==> src/rtl/ov7670_pkg.sv <==
// Shared constants and types for the OV7670 SCCB configuration sequencer.
// Table markers, default camera id, widths and FSM encodings live here.
package ov7670_pkg;

    localparam logic [6:0] C_ID           = 7'h21;
    localparam int         C_NB_ROM_ADDR  = 6;
    localparam int         C_DELAY_ENDCNT = 100000;
    localparam int         C_NB_DELAY_CNT = 17;

    localparam logic [7:0] C_END_MARK     = 8'hFF;
    localparam logic [7:0] C_DELAY_MARK   = 8'hF0;

    localparam logic [2:0] S_IDLE     = 3'd0;
    localparam logic [2:0] S_FETCH    = 3'd1;
    localparam logic [2:0] S_DECODE   = 3'd2;
    localparam logic [2:0] S_REQ      = 3'd3;
    localparam logic [2:0] S_WAIT_FIN = 3'd4;
    localparam logic [2:0] S_DELAY    = 3'd5;
    localparam logic [2:0] S_DONE     = 3'd6;

    typedef struct packed {
        logic [7:0] addr;
        logic [7:0] data;
    } cfg_entry_t;

endpackage

==> src/rtl/ov7670_cfg_rom.sv <==
// OV7670 register table: soft reset, settle delay, RGB565 QQVGA setup.
// One-cycle read latency; unused slots read back as the end marker.
module ov7670_cfg_rom
    import ov7670_pkg::*;
#(
    parameter int c_nb_rom_addr = C_NB_ROM_ADDR
) (
    input  logic                     clk,
    input  logic                     rst_n,
    input  logic [c_nb_rom_addr-1:0] idx_i,
    output cfg_entry_t               entry_o
);

    cfg_entry_t entry_q;

    function automatic cfg_entry_t rom_lut(input int unsigned i);
        case (i)
            0:       return {8'h12, 8'h80};
            1:       return {C_DELAY_MARK, 8'h00};
            2:       return {8'h12, 8'h04};
            3:       return {8'h11, 8'h00};
            4:       return {8'h0C, 8'h04};
            5:       return {8'h3E, 8'h1A};
            6:       return {8'h40, 8'hD0};
            7:       return {8'h8C, 8'h00};
            8:       return {8'h70, 8'h3A};
            9:       return {8'h71, 8'h35};
            10:      return {8'h72, 8'h22};
            11:      return {8'h73, 8'hF2};
            12:      return {8'hA2, 8'h02};
            13:      return {8'h17, 8'h16};
            14:      return {8'h18, 8'h04};
            15:      return {8'h32, 8'hA4};
            16:      return {8'h19, 8'h02};
            17:      return {8'h1A, 8'h7A};
            18:      return {8'h03, 8'h0A};
            default: return {C_END_MARK, C_END_MARK};
        endcase
    endfunction

    always_ff @(posedge clk or negedge rst_n) begin
        if (!rst_n) begin
            entry_q <= '0;
        end else begin
            entry_q <= rom_lut(32'(idx_i));
        end
    end

    assign entry_o = entry_q;

endmodule

==> src/rtl/ov7670_cfg_seq.sv <==
// Walks the OV7670 register table, issuing one SCCB write per entry
// and honouring delay entries, until the end marker or the last slot.
module ov7670_cfg_seq
    import ov7670_pkg::*;
#(
    parameter logic [6:0] c_id           = C_ID,
    parameter int         c_nb_rom_addr  = C_NB_ROM_ADDR,
    parameter int         c_delay_endcnt = C_DELAY_ENDCNT,
    parameter int         c_nb_delay_cnt = C_NB_DELAY_CNT
) (
    input  logic       clk,
    input  logic       rst_n,
    input  logic       start_cfg,
    input  logic       sccb_ready,
    input  logic       sccb_finish,
    output logic       start_tx,
    output logic [6:0] id,
    output logic [7:0] addr,
    output logic [7:0] data_wr,
    output logic       busy,
    output logic       cfg_done
);

    localparam logic [c_nb_rom_addr-1:0]  IDX_LAST = '1;
    localparam logic [c_nb_rom_addr-1:0]  IDX_ONE  = c_nb_rom_addr'(1);
    localparam logic [c_nb_delay_cnt-1:0] DLY_LAST =
        c_nb_delay_cnt'(c_delay_endcnt - 1);
    localparam logic [c_nb_delay_cnt-1:0] DLY_ONE  = c_nb_delay_cnt'(1);

    logic [2:0]                state_q, state_d;
    logic [c_nb_rom_addr-1:0]  idx_q, idx_d;
    logic [c_nb_delay_cnt-1:0] dcnt_q, dcnt_d;
    logic [7:0]                addr_q, addr_d;
    logic [7:0]                data_q, data_d;
    logic                      tx_q, tx_d;
    cfg_entry_t                rom_entry;

    ov7670_cfg_rom #(
        .c_nb_rom_addr(c_nb_rom_addr)
    ) u_rom (
        .clk    (clk),
        .rst_n  (rst_n),
        .idx_i  (idx_q),
        .entry_o(rom_entry)
    );

    always_comb begin
        state_d = state_q;
        idx_d   = idx_q;
        dcnt_d  = dcnt_q;
        addr_d  = addr_q;
        data_d  = data_q;
        tx_d    = 1'b0;
        unique case (state_q)
            S_IDLE, S_DONE: begin
                if (start_cfg) begin
                    idx_d   = '0;
                    state_d = S_FETCH;
                end
            end
            S_FETCH: state_d = S_DECODE;
            S_DECODE: begin
                if (rom_entry == {C_END_MARK, C_END_MARK}) begin
                    state_d = S_DONE;
                end else if (rom_entry.addr == C_DELAY_MARK) begin
                    dcnt_d  = '0;
                    state_d = S_DELAY;
                end else begin
                    addr_d  = rom_entry.addr;
                    data_d  = rom_entry.data;
                    state_d = S_REQ;
                end
            end
            S_REQ: begin
                if (sccb_ready) begin
                    tx_d    = 1'b1;
                    state_d = S_WAIT_FIN;
                end
            end
            S_WAIT_FIN: begin
                // The last slot never wraps back to entry 0.
                if (sccb_finish) begin
                    if (idx_q == IDX_LAST) begin
                        state_d = S_DONE;
                    end else begin
                        idx_d   = idx_q + IDX_ONE;
                        state_d = S_FETCH;
                    end
                end
            end
            S_DELAY: begin
                if (dcnt_q == DLY_LAST) begin
                    if (idx_q == IDX_LAST) begin
                        state_d = S_DONE;
                    end else begin
                        idx_d   = idx_q + IDX_ONE;
                        state_d = S_FETCH;
                    end
                end else begin
                    dcnt_d = dcnt_q + DLY_ONE;
                end
            end
            default: state_d = S_IDLE;
        endcase
    end

    always_ff @(posedge clk or negedge rst_n) begin
        if (!rst_n) begin
            state_q <= S_IDLE;
            idx_q   <= '0;
            dcnt_q  <= '0;
            addr_q  <= '0;
            data_q  <= '0;
            tx_q    <= 1'b0;
        end else begin
            state_q <= state_d;
            idx_q   <= idx_d;
            dcnt_q  <= dcnt_d;
            addr_q  <= addr_d;
            data_q  <= data_d;
            tx_q    <= tx_d;
        end
    end

    assign start_tx = tx_q;
    assign id       = c_id;
    assign addr     = addr_q;
    assign data_wr  = data_q;
    assign cfg_done = (state_q == S_DONE);
    assign busy     = (state_q != S_IDLE) && (state_q != S_DONE);

endmodule

==> config.mk <==
export PLATFORM = sky130hd
export DESIGN_NAME = ov7670_cfg_seq
export DESIGN_NICKNAME = d
export VERILOG_FILES = /design/src/rtl/ov7670_pkg.sv /design/src/rtl/ov7670_cfg_rom.sv /design/src/rtl/ov7670_cfg_seq.sv
export SDC_FILE = /design/constraint.sdc
export NUM_CORES = 1
export LEC_CHECK = 0
export BUFFER_PORTS_ARGS = -buffer_cell sky130_fd_sc_hd__buf_4
export CORE_UTILIZATION = 60
export CTS_BUF_LIST = sky130_fd_sc_hd__clkbuf_16
export CTS_CLUSTER_DIAMETER = 40
export CTS_CLUSTER_SIZE = 12
export DETAILED_ROUTE_END_ITERATION = 10
export PLACE_DENSITY = 0.9
export SKIP_LAST_GASP = 1
export SYNTH_ARGS = -nofsm -noshare
export SYNTH_HDL_FRONTEND = slang
export SYNTH_SLANG_ARGS = --single-unit
==> constraint.sdc <==
create_clock -name clk -period 4.6 [get_ports clk]
set_clock_uncertainty 0.15 [all_clocks]
set_input_delay 0.69 -clock clk [delete_from_list [all_inputs] [get_ports clk]]
set_output_delay 0.69 -clock clk [all_outputs]
set_load 0.05 [all_outputs]
==> run_summary.xml <==
<?xml version="1.0" encoding="UTF-8"?>
<metrics>
  <group name="pwr">
    <metric name="clockPowerShare" unit="%">37.4</metric>
    <metric name="power.density_cell_area" unit="nW/µm²">453</metric>
    <metric name="power.static_leakage" unit="nW">1.74</metric>
    <metric name="ir_drop" unit="V">0.000301</metric>
    <metric name="power.switching_fraction" unit="%">33.6</metric>
    <metric name="power_frac_comb" unit="%">25.5</metric>
    <metric name="p_int" unit="W">0.00116</metric>
    <metric name="seqPwrFrac" unit="%">37.1</metric>
    <metric name="power_dissipated_by_switching_net_loads" unit="W">0.000587</metric>
  </group>
  <group name="setup_path">
    <metric name="crit_family" unit="">simple AND/OR/NAND/NOR gates</metric>
    <metric name="worst_setup_sp_type" unit="">register</metric>
    <metric name="setup.worst_path.class" unit="">reg2reg</metric>
    <metric name="worstPathBufferInverterCount" unit="">0</metric>
    <metric name="cpPeakStageDelay" unit="ns">0.61</metric>
    <metric name="worst-path-max-fanout" unit="">15</metric>
    <metric name="critical_path.endpoint_type" unit="">register</metric>
    <metric name="critical_path_required" unit="ns">4.66</metric>
    <metric name="worstPathArrival" unit="ns">3.06</metric>
    <metric name="critical-path-slowest-cell" unit="">dfrtp_1</metric>
    <metric name="cell_chain_critical_path" unit="">nor2b_1 &gt; nand2_1 &gt; a21oi_2 &gt; nor2_1 &gt; a221o_1</metric>
  </group>
  <group name="clock_tree">
    <metric name="post-cts-setup-buffer-count" unit="">0</metric>
    <metric name="clock-root-buffer" unit="">clkbuf_16</metric>
    <metric name="cts_tree" unit="">yes</metric>
    <metric name="cts_buffers" unit="">9</metric>
    <metric name="tritoncts_num_sinks" unit="">59</metric>
    <metric name="cts.clk_slew.worst_paths" unit="ns">0.05</metric>
    <metric name="cts.hold.buffers_added" unit="">0</metric>
    <metric name="postCtsResizedCells" unit="">0</metric>
    <metric name="cts.htree.levels" unit="">3</metric>
    <metric name="clock_latency" unit="ns">0.33</metric>
    <metric name="cts_buffer_depth" unit="">2</metric>
  </group>
  <group name="synth">
    <metric name="netlist_instances" unit="">348</metric>
    <metric name="synth_largest_type_area_fraction" unit="%">43.0</metric>
    <metric name="count_of_different_cell_masters_after_synthesis" unit="">58</metric>
    <metric name="synth_sequential_area_ratio" unit="%">43.0</metric>
    <metric name="post_synth.cell_area_avg" unit="µm²">9.86</metric>
    <metric name="synth_enable_flop_cells" unit="">0</metric>
    <metric name="syn_area" unit="µm²">3430</metric>
    <metric name="synth.area.top_cells" unit="">dfrtp_1 43%, mux2_4 4.8%, ha_1 4.0%</metric>
    <metric name="synth.largest_area_cell" unit="">dfrtp_1</metric>
    <metric name="yosys_warnings" unit="">0</metric>
    <metric name="synth.ff_latch_count" unit="">59</metric>
    <metric name="top_ff_cell_synth" unit="">dfrtp_1</metric>
    <metric name="synthArstFlopShare" unit="%">100</metric>
  </group>
  <group name="final_layout">
    <metric name="final.fill_count" unit="">402</metric>
    <metric name="final_layout_size_suffix_gt1_share" unit="%">19.0</metric>
    <metric name="flow.area_growth_from_synthesis" unit="%">12.4</metric>
    <metric name="finish.net_count" unit="">375</metric>
    <metric name="antenna_cells_inserted" unit="">0</metric>
    <metric name="postLayoutCoreUtil" unit="%">70.0</metric>
  </group>
  <group name="global_routing">
    <metric name="grt_pass1_vias" unit="">2495</metric>
    <metric name="pin_count_of_the_biggest_net_entering_global_routing" unit="">60</metric>
    <metric name="grt.total_usage" unit="%">27.2</metric>
    <metric name="grt_pass1_wl" unit="µm">12600</metric>
    <metric name="overflow" unit="">0</metric>
    <metric name="number_of_antenna_violations_at_the_first_check_in_global_routing" unit="">0</metric>
  </group>
  <group name="routing">
    <metric name="route.detailed.wl_per_inst" unit="µm">17.6</metric>
    <metric name="ant_nets" unit="">0</metric>
    <metric name="detail_route.wirelength" unit="µm">7680</metric>
    <metric name="drt_drc_violations_left" unit="">0</metric>
    <metric name="viasPerCell" unit="">6.38</metric>
    <metric name="first_pass_iters" unit="">5</metric>
    <metric name="drt-initial-drc-count" unit="">233</metric>
    <metric name="via_count" unit="">2780</metric>
  </group>
  <group name="sta">
    <metric name="report.final.setup_viol" unit="">0</metric>
    <metric name="unrepaired_setup_endpoints_after_global_routing" unit="">no</metric>
    <metric name="post-route-period-util" unit="%">65.4</metric>
    <metric name="final-max-slew-violation-count" unit="">0</metric>
    <metric name="final_hold_viol_count" unit="">0</metric>
    <metric name="fmax" unit="MHz">333</metric>
    <metric name="timing.final.crit_period" unit="ns">3.01</metric>
    <metric name="timing.slew.headroom" unit="%">47.1</metric>
    <metric name="worst_slew_pin_slew" unit="ns">0.794</metric>
    <metric name="final.setup.tns" unit="ns">0</metric>
  </group>
  <group name="die">
    <metric name="design.die.area" unit="µm²">6020</metric>
    <metric name="ios" unit="">31</metric>
    <metric name="core_area" unit="µm²">5510</metric>
    <metric name="total_number_of_placement_rows" unit="">27</metric>
    <metric name="die_height" unit="µm">77.6</metric>
    <metric name="floorplan.initialDensity" unit="%">62.3</metric>
    <metric name="die_x" unit="µm">77.6</metric>
  </group>
  <group name="run">
    <metric name="max_cap_violations" unit="">0</metric>
  </group>
  <group name="worst_hold_path">
    <metric name="min_path_type" unit="">in2async</metric>
  </group>
  <group name="placement">
    <metric name="post-dp-hpwl" unit="µm">5140</metric>
    <metric name="place.gp.congestion" unit="">0.942</metric>
    <metric name="port_buffers" unit="">23</metric>
  </group>
  <group name="run_status">
    <metric name="outcome" unit="">finished, final reports clean</metric>
  </group>
</metrics>
## layout by cell type, fill, tap and decap left out, types with 10 or more instances in the layout
| master | netlist | final |
|---|---|---|
| dfrtp_1 | 59 | 59 |
| nand2_1 | 21 | 21 |
| o21ai_0 | 22 | 22 |
| nor2_1 | 24 | 24 |
| buf_4 | 7 | 23 |
| mux2_4 | 11 | 11 |
| inv_1 | 10 | 10 |
| ha_1 | 11 | 11 |
| a21oi_1 | 21 | 21 |
## worst reg2reg max path, stage by stage (launching register included)
cell     delay (ns)
dfrtp_1        0.61
nor2b_1        0.51
nand2_1        0.41
a21oi_2        0.60
nor2_1         0.21
a221o_1        0.39
## registers in the layout (all words and copies together), names as in the netlist
name / count
dcnt_q: 17
idx_q: 6
addr: 8
data_wr: 8
u_rom.entry_o: 16
start_tx: 1
state_q: 3
## through the flow
stage,total power (W),setup WS (ns),instances,area (µm²),hold slack [ns]
CTS,0.00175,1.68,436,3850,0.305
global placement,0.00107,1.83,420,3560,0.340
finish,0.00175,1.59,436,3850,0.273
global route,0.00182,1.37,436,3850,0.339
floorplan,0.00100,2.48,353,3450,0.244
detailed placement,0.00109,1.72,420,3560,0.347
## per-layer routing
metal / vias up / track usage [%] / part of all wire [%]
li1: 1287 / - / -
met1: 1341 / 38.2 / 44
met2: 141 / 41.9 / 48
met3: 11 / 4.47 / 6.4
met4: 0 / 10.8 / 1.4
met5: - / 0 / 0
## cell usage after synthesis, drive strengths merged, types with 6 or more instances
library cell  number
a211o              7
mux2              17
o31ai              7
nor2              26
o21ai             22
clkbuf            14
and3               6
dfrtp             59
ha                11
nand2b             6
nand3              9
a21oi             23
buf               14
inv               10
nor2b              8
nor3              10
nand4              8
a31oi              6
nand2             21
## cells by family after synthesis
family                     Yosys count  synth area share (%)
DFF                                 59                  43.0
muxes                               22                  8.24
adders and majority gates           11                  4.01
AOI/OAI and AO/OA                   97                  19.0
other                                2                 0.219
buffers and inverters               38                  5.51
and+or+nand+nor                    119                  20.0
## layout make-up
class | count | area [µm²] | area share [%]
Clock inverter | 7 | 68.8 | 1.79
Sequential cell | 59 | 1480 | 38.3
Clock buffer | 9 | 225 | 5.84
Timing Repair Buffer | 23 | 173 | 4.48
Multi-Input combinational cell | 256 | 1780 | 46.3
Inverter | 10 | 37.5 | 0.974
Tap cell | 72 | 90.1 | 2.34
## final timing paths
check / start / cells after the start / end / slack, ns
worst max-delay path: state_q[2]$_DFFE_PN0P_ / 5 / dcnt_q[7]$_DFFE_PN0P_ / 1.59
worst min-delay path: rst_n / 1 / data_wr[6]$_DFFE_PN0P_ / 0.27
worst max register to register: state_q[2]$_DFFE_PN0P_ / 5 / dcnt_q[7]$_DFFE_PN0P_ / 1.59
worst min register to register: data_wr[3]$_DFFE_PN0P_ / 1 / data_wr[3]$_DFFE_PN0P_ / 0.36
max in group asynchronous: rst_n / 1 / idx_q[0]$_DFFE_PN0P_ / 3.54
min in group clk: data_wr[3]$_DFFE_PN0P_ / 1 / data_wr[3]$_DFFE_PN0P_ / 0.36
## power groups by stage
stage / sequential [W] / combinational [W] / clock, W
3_5_place_dp: 0.000653 / 0.000439 / 0
4_1_cts: 0.000646 / 0.000442 / 0.000663
2_1_floorplan: 0.000649 / 0.000354 / 0
5_1_grt: 0.000655 / 0.000476 / 0.000685
3_3_place_gp: 0.000645 / 0.000422 / 0
6_report: 0.000648 / 0.000445 / 0.000654
No activity file was read; power rests on OpenSTA's default activity.
